[config.mk]
export PLATFORM = sky130hd
export DESIGN_NAME = mux_nch_rr_reg
export DESIGN_NICKNAME = d
export VERILOG_FILES = /design/src/rtl/mux_nch_rr_reg.sv
export SDC_FILE = /design/constraint.sdc
export NUM_CORES = 1
export LEC_CHECK = 0
export ABC_AREA = 1
export ABC_CLOCK_PERIOD_IN_PS = 5090
export CELL_PAD_IN_SITES_DETAIL_PLACEMENT = 1
export CELL_PAD_IN_SITES_GLOBAL_PLACEMENT = 1
export CORE_ASPECT_RATIO = 0.7
export CORE_UTILIZATION = 28
export DETAILED_ROUTE_END_ITERATION = 10
export GPL_TIMING_DRIVEN = 0
export PLACE_DENSITY = 0.94
export SKIP_CTS_REPAIR_TIMING = 1
export SLEW_MARGIN = 20
export SYNTH_ARGS = -nofsm -noshare
export SYNTH_HDL_FRONTEND = slang
export SYNTH_SLANG_ARGS = --single-unit
export TNS_END_PERCENT = 50
[constraint.sdc]
create_clock -name clk_i -period 5.09 [get_ports clk_i]
set_input_delay 0.7635 -clock clk_i [delete_from_list [all_inputs] [get_ports clk_i]]
set_output_delay 0.7635 -clock clk_i [all_outputs]
set_load 0.02 [all_outputs]
[src/rtl/mux_nch_rr_reg.sv]
// Registered N:1 multiplexer with valid/ready handshakes on every input and on the output.
// The channel is chosen either by an external select (mode_i = 0) or by a fair round-robin
// scan that starts at the channel after the last one served (mode_i = 1).
//
// Ports:
//   clk_i        rising-edge clock
//   rst_ni       synchronous active-low reset
//   mode_i       0 = direct select via sel_i, 1 = round-robin
//   sel_i        channel index used in direct mode
//   in_data_i    packed channel data, channel i at [i*W +: W]
//   in_valid_i   per-channel valid
//   in_ready_o   per-channel ready (combinational, at most one bit set)
//   out_data_o   registered selected data
//   out_ch_o     index of the channel that supplied out_data_o
//   out_valid_o  output register holds a word
//   out_ready_i  consumer accepts the word
module mux_nch_rr_reg #(
  parameter int unsigned N = 4,
  parameter int unsigned W = 8
) (
  input  logic                    clk_i,
  input  logic                    rst_ni,
  input  logic                    mode_i,
  input  logic [$clog2(N)-1:0]    sel_i,
  input  logic [N*W-1:0]          in_data_i,
  input  logic [N-1:0]            in_valid_i,
  output logic [N-1:0]            in_ready_o,
  output logic [W-1:0]            out_data_o,
  output logic [$clog2(N)-1:0]    out_ch_o,
  output logic                    out_valid_o,
  input  logic                    out_ready_i
);

  localparam int unsigned SW = $clog2(N);

  logic [W-1:0]   out_data_q, out_data_d;
  logic [SW-1:0]  out_ch_q, out_ch_d;
  logic           out_valid_q, out_valid_d;
  logic [SW-1:0]  rr_ptr_q, rr_ptr_d;

  logic           load_en;
  logic           dir_found;
  logic           rr_found;
  logic [SW-1:0]  rr_idx;
  logic [2*N-1:0] valid_rot;
  int unsigned    rr_sum;
  logic           grant_found;
  logic [SW-1:0]  grant;
  logic [W-1:0]   grant_data;

  assign load_en = !out_valid_q || out_ready_i;

  // Out-of-range selects (non-power-of-2 N) never grant.
  assign dir_found = (32'(sel_i) < N) && in_valid_i[sel_i];

  // Rotate the valid vector so bit 0 is the channel at rr_ptr; the first set bit at offset j
  // maps back to channel (rr_ptr + j) mod N.
  always_comb begin
    rr_found  = 1'b0;
    rr_idx    = '0;
    rr_sum    = 0;
    valid_rot = {in_valid_i, in_valid_i} >> rr_ptr_q;
    for (int unsigned j = 0; j < N; j++) begin
      if (!rr_found && valid_rot[j]) begin
        rr_found = 1'b1;
        rr_sum   = 32'(rr_ptr_q) + j;
        if (rr_sum >= N) rr_sum = rr_sum - N;
        rr_idx   = SW'(rr_sum);
      end
    end
  end

  assign grant_found = mode_i ? rr_found : dir_found;
  assign grant       = mode_i ? rr_idx : sel_i;

  always_comb begin
    grant_data = '0;
    in_ready_o = '0;
    for (int unsigned i = 0; i < N; i++) begin
      if (grant == SW'(i)) begin
        grant_data    = in_data_i[i*W +: W];
        in_ready_o[i] = rst_ni && load_en && grant_found;
      end
    end
  end

  always_comb begin
    out_data_d  = out_data_q;
    out_ch_d    = out_ch_q;
    out_valid_d = out_valid_q;
    rr_ptr_d    = rr_ptr_q;
    if (load_en) begin
      if (grant_found) begin
        out_data_d  = grant_data;
        out_ch_d    = grant;
        out_valid_d = 1'b1;
        rr_ptr_d    = (grant == SW'(N - 1)) ? '0 : grant + SW'(1);
      end else begin
        // Data and channel are left as-is; they are meaningless while out_valid is low.
        out_valid_d = 1'b0;
      end
    end
  end

  always_ff @(posedge clk_i) begin
    if (!rst_ni) begin
      out_data_q  <= '0;
      out_ch_q    <= '0;
      out_valid_q <= 1'b0;
      rr_ptr_q    <= '0;
    end else begin
      out_data_q  <= out_data_d;
      out_ch_q    <= out_ch_d;
      out_valid_q <= out_valid_d;
      rr_ptr_q    <= rr_ptr_d;
    end
  end

  assign out_data_o  = out_data_q;
  assign out_ch_o    = out_ch_q;
  assign out_valid_o = out_valid_q;

endmodule

==> flow_metrics.tcl, run 1 <==
set metrics [dict create \
    status "finished, final reports clean" \
    synth.area.top_cells "dfxtp_1, nand2_1, a21oi_1" \
    die_h_um 56.3 \
    post_drt_wl_per_cell_um 12.7 \
    setup_viol_count_final 0 \
    grt_overflow 0 \
    cts.sinks 13 \
    grt_usage 0.187 \
    cell_internal_pwr_uw 342 \
    drtAntennaViolNets 0 \
    critical_path_arrival_ns 3.74 \
    synth_adder_area_share 0.0425 \
    routed.top_layer "met4" \
    syn_area_per_cell_um2 5.92 \
    clkSlewWorstSetupHoldPaths_ns 0.05 \
    path_cells "clkdlybuf4s50_1 > inv_1 > nand2_1 > nand3_2 > nand2_2 > o21bai_1 > nand2_1 > nand3_1 > nand2_1 > inv_1 > ha_1 > clkbuf_1 > clkbuf_1 > inv_1 > nor2_1 > clkdlybuf4s50_1" \
    clockBufferDepth 2 \
    maxCapViolCount 0 \
    multiInputGateArea_um2 772 \
    critical_path.top_delay_family "buffers and inverters" \
    netlist_instances 199 \
    clock_power_share 0.145 \
    vias_per_cell 4.69 \
    drive_gt1_frac 0.104 \
    dp_hpwl_mm 3.35 \
    min_period_over_period 0.884 \
    fill_cells 521 \
    clk_latency_ns 0.24 \
    rsz0062_at_grt "no" \
    pre_cts_ws_ns 0.575 \
    dieWidth_um 79.5 \
    synth_seq_area_share 0.221 \
    drc 0 \
    p_comb_frac 0.635 \
    start_kind "input pin" \
    drt-met1-wl_mm 2.08 \
    synthSimpleGateAreaFrac 0.407 \
    synth_top_area_share 0.221 \
    cellLeakagePower_nw 0.823 \
    end_kind "primary output" \
    fin_tns_setup_ns 0 \
    critPathSlowestCell "clkdlybuf4s50_1" \
    routed_wl_mm 3.96 \
    cts_max_level 1 \
    place.gp.congestion 0.830 \
    start_util 0.297 \
    worst_pin_slew_ns 0.489 \
    ff2ff_path_depth 19 \
    synth_top_family_by_area "simple AND/OR/NAND/NOR gates" \
    met2_length_mm 1.69 \
    finalPower_uw 625 \
    grt_max_degree 11 \
    synth-xor-area-share 0.00744 \
    cp.depth 16 \
    synth_area_leader_cell "dfxtp_1" \
    yosys_warnings 0 \
    finClkSkew_ns 0.00116 \
    tritoncts.num_buffers 3 \
    nets 306 \
    num_vias 1459 \
    powerDensity_nw_per_um2 338 \
    rows 19 \
    cp_num_buf_inv 7 \
    irDropWorstVdd_v 0.000161 \
    final_cell_mix "nand2_1, clkdlybuf4s50_1, inv_1, a21oi_1, o21ai_0" \
    required_ns 4.33 \
    tritoncts "yes" \
    ff_latch_area_um2 260 \
    synth_cell_type_count 23 \
    final_core_util 0.465 \
    syn_to_final_growth_pct 57.0 \
    wl_met3_um 143 \
    antenna_found_initial 0 \
    worst-path-max-fanout 10 \
    ys_ff_latch 13 \
    synthMuxAreaShare 0 \
    root_buffer "clkbuf_8" \
    core_um2 3970 \
    syn_area_um2 1180 \
    slew_headroom 0.673 \
    drt_iter0_markers 65 \
    hold_viol 0 \
    cpPeakStageDelay_ns 0.62 \
    grt_first_pass_wirelength_mm 6.73 \
    final_common_cell "nand2_1" \
    fmax_ghz 0.222 \
    path_class "input pin to primary output" \
    die_area_um2 4470 \
    final_max_slew_viol_count 0 \
    grt_pass1_vias 1496 \
    portBuffers 56 \
    power_frac_seq 0.220 \
    diodes 0 \
    dr.pass1.iters 4 \
    synth_nets 245 \
    finalCriticalPeriod_ns 4.50 \
    whs_path_depth 2 \
    switchingPower_uw 283 \
    design.portCount 57 \
    finalWorstSetupSlack_ns 0.590 \
    synth-compound-area-share 0.199 \
    swShare 0.453 \
    hp-class "register to register" \
]
[registers in the layout, indices dropped and copies added (netlist names)]
name,count
out_ch_o,2
out_data_o,8
out_valid_o,1
rr_ptr_q,2
[cell families (layout without fill, tap and decap cells)]
group	Yosys count	after routing
buf+inv	32	92
fa+ha+maj	4	4
simple gates	105	105
xor+xnor	1	1
flops	13	13
compound gates	44	44
[final timing paths]
path              slack (ns)          start             to
hold / removal          0.47  out_data_o[7]  out_data_o[7]
hold reg to reg         0.47  out_data_o[7]  out_data_o[7]
setup reg to reg        2.06    rr_ptr_q[1]  out_data_o[2]
setup / recovery        0.59  in_valid_i[0]  in_ready_o[3]
[synthesized netlist by cell type]
cell type / number
nand3_4: 1
inv_1: 20
o211ai_1: 1
a21oi_1: 20
dfxtp_1: 13
nand2_1: 69
nor2_4: 1
nand3_1: 13
buf_2: 2
xor2_1: 1
a21oi_2: 2
nand2_2: 7
or2_2: 1
o21bai_1: 1
nand4_1: 1
inv_2: 3
clkbuf_1: 4
ha_1: 4
a31oi_1: 1
nor2_1: 8
o21ai_0: 19
nand3_2: 4
buf_6: 3
[metrics by stage]
step                instances  hold slack, ns  instance area [um^2]
floorplan                 199           0.540                  1180
global placement          307           0.454                  1800
detailed placement        307           0.458                  1800
CTS                       311           0.466                  1850
global route              311           0.477                  1850
finish                    311           0.469                  1850
[area by class of cell]
class	count	share of cell area
Buffer	9	0.0318
Clock buffer	4	0.0244
Inverter	23	0.0467
Multi-Input combinational cell	154	0.418
Sequential cell	13	0.141
Tap cell	52	0.0352
Timing Repair Buffer	56	0.303
[worst min-delay path: stages, from the launching register on]
cell	delay, ns
dfxtp_1	0.31
nand2_1	0.06
a21oi_1	0.05
[per-layer routing]
layer | global-route usage | up-vias
li1 | - | 755
met1 | 0.282 | 665
met2 | 0.283 | 34
met3 | 0.0130 | 5
met4 | 0.0519 | 0
met5 | 0 | -
[power groups by stage]
| stage | Combinational [mW] | Clock (mW) | Sequential (mW) |
|---|---|---|---|
| after CTS | 0.398 | 0.0920 | 0.138 |
| after global routing | 0.441 | 0.0996 | 0.139 |
| final | 0.397 | 0.0908 | 0.137 |
| after detailed placement | 0.395 | 0 | 0.140 |
| after global placement | 0.381 | 0 | 0.138 |
| after floorplan | 0.227 | 0 | 0.161 |
(Power assumes the default switching activity.)
==> run 2, diff against run 1 <==
--- a/config.mk
+++ b/config.mk
@@ -5,7 +5,6 @@
 export SDC_FILE = /design/constraint.sdc
 export NUM_CORES = 1
 export LEC_CHECK = 0
-export ABC_AREA = 1
 export ABC_CLOCK_PERIOD_IN_PS = 5090
 export CELL_PAD_IN_SITES_DETAIL_PLACEMENT = 1
 export CELL_PAD_IN_SITES_GLOBAL_PLACEMENT = 1
==> run 2 against run 1 <==
Net effect:
- critical path depth is 8 lower
- synthesized cell count is 43% lower
- combinational power is 53% lower
- non-clock buffer count is 2 lower
- global-route usage is 2.0 points higher
- hold slack better by 0.014 ns
- count of clock-buffer cells in the layout stayed put
- sequential power is 7% lower
- via count is 23% lower
- critical path type unchanged
- largest cell class unchanged
==> flow_metrics.tcl, run 2 <==
set metrics [dict create \
    status "finished, final reports clean" \
    drt_iter0_markers 42 \
    synth_area_leader_cell "dfxtp_1" \
    synthFlopType "dfxtp_1" \
    powerDensity_nw_per_um2 251 \
    routed_wl_mm 3.53 \
    dr.pass1.iters 4 \
    drc 0 \
    worst-path-max-fanout 10 \
    vias_per_cell 5.10 \
    finalCriticalPeriod_ns 4.44 \
    grt_max_degree 11 \
    nets 221 \
    grt_first_pass_wirelength_mm 5.87 \
    die_h_um 51.2 \
    grt_pass1_vias 1200 \
    dp_hpwl_mm 2.83 \
    tritoncts.num_buffers 3 \
    die_area_um2 3700 \
    place.gp.congestion 0.813 \
    setup_viol_count_final 0 \
    synth_seq_area_share 0.269 \
    rows 17 \
    cts.sinks 13 \
    path_cells "clkdlybuf4s50_1 > nor2b_1 > a211o_1 > a31oi_1 > ha_1 > clkbuf_1 > and3_2 > clkdlybuf4s50_1" \
    yosysMostFrequentCell "nand2_1" \
    hp-class "register to register" \
    worst_pin_slew_ns 0.624 \
    synth_commonest_cells "nand2_1, dfxtp_1, mux2i_1" \
    crit_top_cell "clkdlybuf4s50_1" \
    netlist_instances 114 \
    rsz0062_at_grt "no" \
    syn_area_um2 968 \
    syn_to_final_growth_pct 68.6 \
    path_class "input pin to primary output" \
    maxCapViolCount 0 \
    diodes 0 \
    end_kind "primary output" \
    synth_edf_count 0 \
    irDropWorstVdd_v 0.0000973 \
    critPathSlowestCell "clkdlybuf4s50_1" \
    slew_headroom 0.581 \
    r2r_slack_ns 2.33 \
    clkSlewWorstSetupHoldPaths_ns 0.06 \
    drtAntennaViolNets 0 \
    syn_area_per_cell_um2 8.49 \
    final_common_cell "clkdlybuf4s50_1" \
    synth_nets 160 \
    synth_async_sr_flop_share 0 \
    grt_overflow 0 \
    design.portCount 57 \
    min_period_over_period 0.872 \
    clk_latency_ns 0.25 \
    required_ns 4.33 \
    dieWidth_um 72.3 \
    drive_gt1_frac 0.0920 \
    antenna_found_initial 0 \
    num_vias 1127 \
    yosys_warnings 0 \
    ys_ff_latch 13 \
    root_buffer "clkbuf_8" \
    grt_usage 0.207 \
    final_cell_mix "clkdlybuf4s50_1, nand2_1, dfxtp_1" \
    start_kind "input pin" \
    portBuffers 56 \
    synth_cell_type_count 37 \
    largest_register_ffs 8 \
    fmax_ghz 0.225 \
    cts_max_level 1 \
    hold_ws_ns 0.483 \
    core_um2 3210 \
    tritoncts "yes" \
    cellLeakagePower_nw 0.644 \
    start_util 0.302 \
    synth.area.top_cells "dfxtp_1, mux2i_1, a221oi_1" \
    post_drt_wl_per_cell_um 16.0 \
    finClkSkew_ns 0.000894 \
    cpPeakStageDelay_ns 0.61 \
    hold_viol 0 \
    final_core_util 0.508 \
    fin_tns_setup_ns 0 \
    final_max_slew_viol_count 0 \
    synth_top_area_share 0.269 \
    clockBufferDepth 2 \
    critical_path_arrival_ns 3.67 \
]
## run 2: cells by family (layout without fill, tap and decap cells)
family | count (synthesis) | in the layout | share of synthesized area
buffers and inverters | 12 | 72 | 0.0672
AO/OA/AOI/OAI | 27 | 27 | 0.221
adder cells (fa/ha/maj) | 4 | 4 | 0.0517
AND/OR/NAND/NOR | 46 | 46 | 0.267
flip-flops | 13 | 13 | 0.269
multiplexers | 12 | 12 | 0.124
## run 2: through the flow
| stage | power (mW) | cell area, um^2 | cells | setup slack (ns) |
|---|---|---|---|---|
| 4_1_cts | 0.410 | 1630 | 221 | 0.637 |
| 3_3_place_gp | 0.304 | 1590 | 217 | 0.799 |
| 2_1_floorplan | 0.225 | 968 | 114 | 1.86 |
| 5_1_grt | 0.432 | 1630 | 221 | 0.398 |
| 6_report | 0.409 | 1630 | 221 | 0.653 |
| 3_5_place_dp | 0.313 | 1590 | 217 | 0.660 |
## run 2: cell type report
type	instances	area [um^2]
multi-input cells	89	643
repair buffers	56	561
well taps	47	58.8
flip-flops and latches	13	260
fillers	377	1580
clock buffers	4	45.0
inverters	5	18.8
plain buffers	7	46.3
## run 2: report_power, final
| part | internal (mW) | total, mW | switching, mW |
|---|---|---|---|
| logic | 0.0961 | 0.185 | 0.0890 |
| clock network | 0.0555 | 0.0959 | 0.0405 |
| registers | 0.117 | 0.128 | 0.0111 |
| total | 0.269 | 0.409 | 0.141 |
## run 2: final timing paths
kind            startpoint             to  cells past startpoint
max          in_valid_i[2]  in_ready_o[1]                      8
min          out_data_o[6]  out_data_o[6]                      2
max reg2reg    rr_ptr_q[1]  out_data_o[1]                     10
min reg2reg  out_data_o[6]  out_data_o[6]                      2
## run 2: critical path: cells and delay by family
family / cells / cell delay (ns)
buf+inv: 3 / 1.41
simple gates: 2 / 0.44
fa+ha+maj: 1 / 0.28
compound gates: 2 / 0.78
## run 2: metal layers
metal | track usage | wire length (um)
met5 | 0 | 0
met4 | 0.0850 | 38
met3 | 0.0256 | 139
met2 | 0.369 | 1770
met1 | 0.254 | 1590
==> run 3, diff against run 2 <==
--- a/config.mk
+++ b/config.mk
@@ -5,7 +5,6 @@
 export SDC_FILE = /design/constraint.sdc
 export NUM_CORES = 1
 export LEC_CHECK = 0
-export ABC_CLOCK_PERIOD_IN_PS = 5090
 export CELL_PAD_IN_SITES_DETAIL_PLACEMENT = 1
 export CELL_PAD_IN_SITES_GLOBAL_PLACEMENT = 1
 export CORE_ASPECT_RATIO = 0.7
==> results of run 3 <==
Same layout as run 2: the final DEF is identical, and so are final timing and power.
==> edit (flow settings as in run 2) <==
Take the reset off `out_data_q` and load it in a clocked block of its own.
--- a/src/rtl/mux_nch_rr_reg.sv
+++ b/src/rtl/mux_nch_rr_reg.sv
@@ -106,3 +106,2 @@
     if (!rst_ni) begin
-      out_data_q  <= '0;
       out_ch_q    <= '0;
@@ -111,3 +110,2 @@
     end else begin
-      out_data_q  <= out_data_d;
       out_ch_q    <= out_ch_d;
@@ -116,2 +114,6 @@
     end
+  end
+
+  always_ff @(posedge clk_i) begin
+    out_data_q <= out_data_d;
   end
Check against the original RTL: not equivalent (a bounded check fails within 4 cycles, from zero or initial values and one cycle with rst_ni low).
==> edit against run 2 <==
Sequential power up 13%. Final cell count down 12%. Highest routed layer unchanged. Power is 1.1% higher. Global-route usage decreased by 1.0 points. Routed wire length is 5.0% lower. Sequential cell count did not move. Die area fell by 5.4%. Clock power down 5.2%. Area after synthesis shrank 5.6%. Cell area is 4.1% lower. Critical path depth up 2. Worst setup slack got worse by 0.048 ns. Largest cell class is now buffers.
==> edit: results (changes against run 2) <==
Outcome - complete, no violations (unchanged)
Total GRT Usage - 19.7% (was 20.7%)
Seq area share - 21.7% (was 15.9%)
Commonest cells in the netlist - 12 x nand2_1, 8 x edfxtp_1, 8 x nor2b_1, 7 x a221oi_1, 7 x o31ai_1 (was 16 x nand2_1, 13 x dfxtp_1, 12 x mux2i_1)
Yosys reg bits - 13 (unchanged)
H-tree levels - 1 (unchanged)
Nonclk buf count - 61 (was 63)
DP Worst Slack - 0.649 ns (was 0.660 ns)
Worst Setup SP - in_valid_i[3] (was in_valid_i[2])
Syn_nets - 144 (was 160)
Invs w/o clock - 4 (was 5)
Top cells by area, synth - edfxtp_1 26%, dfxtp_1 11%, a221oi_1 6.7% (was dfxtp_1 27%, mux2i_1 12%, a221oi_1 6.3%)
Filler cells - 335 (was 377)
P_leak - 0.581 nW (was 0.644 nW)
Post-synth cell types - 29 (was 37)
Vias per cell - 5.28 (was 5.10)
P_comb - 0.179 mW (was 0.185 mW)
Final Cell Area - 1570 um2 (was 1630 um2)
Sequential group power - 0.144 mW (was 0.128 mW)
Avg WL per Cell - 17.3 um (was 16.0 um)
Crit-path max FO - 10 (unchanged)
Post-DP Area - 1520 um2 (was 1590 um2)
Clk_skew - 0.00369 ns (was 0.000894 ns)
Total number of vias - 1024 (was 1127)
Worst hold slack - 0.521 ns (was 0.483 ns)
Clock-cell share - 2.88% (was 2.76%)
Worst-case vdd ir drop - 0.0731 mV (was 0.0973 mV)
Layout area overhead - 71.1% (was 68.6%)
Slew HR - 71.3% (was 58.1%)
Synthesized area per cell - 9.33 um2 (was 8.49 um2)
HPWL reported at the end of detailed placement - 2720 um (was 2830 um)
Data buffer area share - 37.5% (was 37.2%)
Async SR Flop Fraction - 0% (unchanged)
Hold path startpoint - rr_ptr_q[0] (was out_data_o[6])
Detailed Routing Iterations Pass 1 - 4 (unchanged)
Worst r2r dst - out_data_o[3] (was out_data_o[1])
Multi-In Gates - 76 (was 89)
Seq/Total Area, Yosys - 37.2% (was 26.9%)
Multi-input logic portion of the cell area - 34.1% (was 39.4%)
CP arrival - 3.72 ns (was 3.67 ns)
Reg-to-Reg Start - rr_ptr_q[1] (unchanged)
Worst reg2reg path depth - 8 (was 10)
Vias in the first global route - 1103 (was 1200)
Switch share - 32.1% (was 34.4%)
EDFF count, synth - 8 (was 0)
Fmax achieved - 223 MHz (was 225 MHz)
Placer Congestion - 0.791 (was 0.813)
First-pass GRT wire length - 5290 um (was 5870 um)
Largest net degree at the start of global routing - 16 (was 11)
Primary FF master, synth - edfxtp_1 (was dfxtp_1)
Layout net count - 205 (was 221)
Clock buffer count from CTS - 3 (unchanged)
Starting DRC count in detailed routing - 34 (was 42)
Worst hold endpoint - rr_ptr_q[0] (was out_data_o[6])
Fraction of layout cells with a size suffix above 1 - 6.96% (was 9.20%)
Setup crit end - in_ready_o[3] (was in_ready_o[1])
Inst Count DP - 190 (was 217)
R2R setup slack - 2.41 ns (was 2.33 ns)
Comb pwr share - 43.3% (was 45.2%)
Buffers on Ports - 56 (unchanged)
[edit: cell families (layout without fill, tap and decap cells)]
family,Yosys count,after routing,share of synthesized area (%)
simple gates,36,36,20.8
compound gates,33,33,28.7
flops,13,13,37.2
buf+inv,9,69,4.51
fa+ha+maj,4,4,5.47
mux,3,3,3.28
[edit: metal layers]
layer / GRT usage (%) / part of all wire (%) / wire (um) / vias to the layer above
met5: 0 / 0 / 0 / -
met2: 36.0 / 50 / 1670 / 38
li1: - / - / - / 495
met4: 5.00 / 0.86 / 29 / 0
met3: 1.43 / 3.1 / 103 / 5
met1: 25.2 / 46 / 1550 / 486
[edit: critical path: stages]
cell	delay [ns]
clkdlybuf4s50_1	0.61
nor2_1	0.11
nand4bb_1	0.19
a31o_2	0.29
inv_1	0.09
ha_1	0.14
clkbuf_1	0.29
clkbuf_1	0.38
and3_1	0.24
clkdlybuf4s50_1	0.61
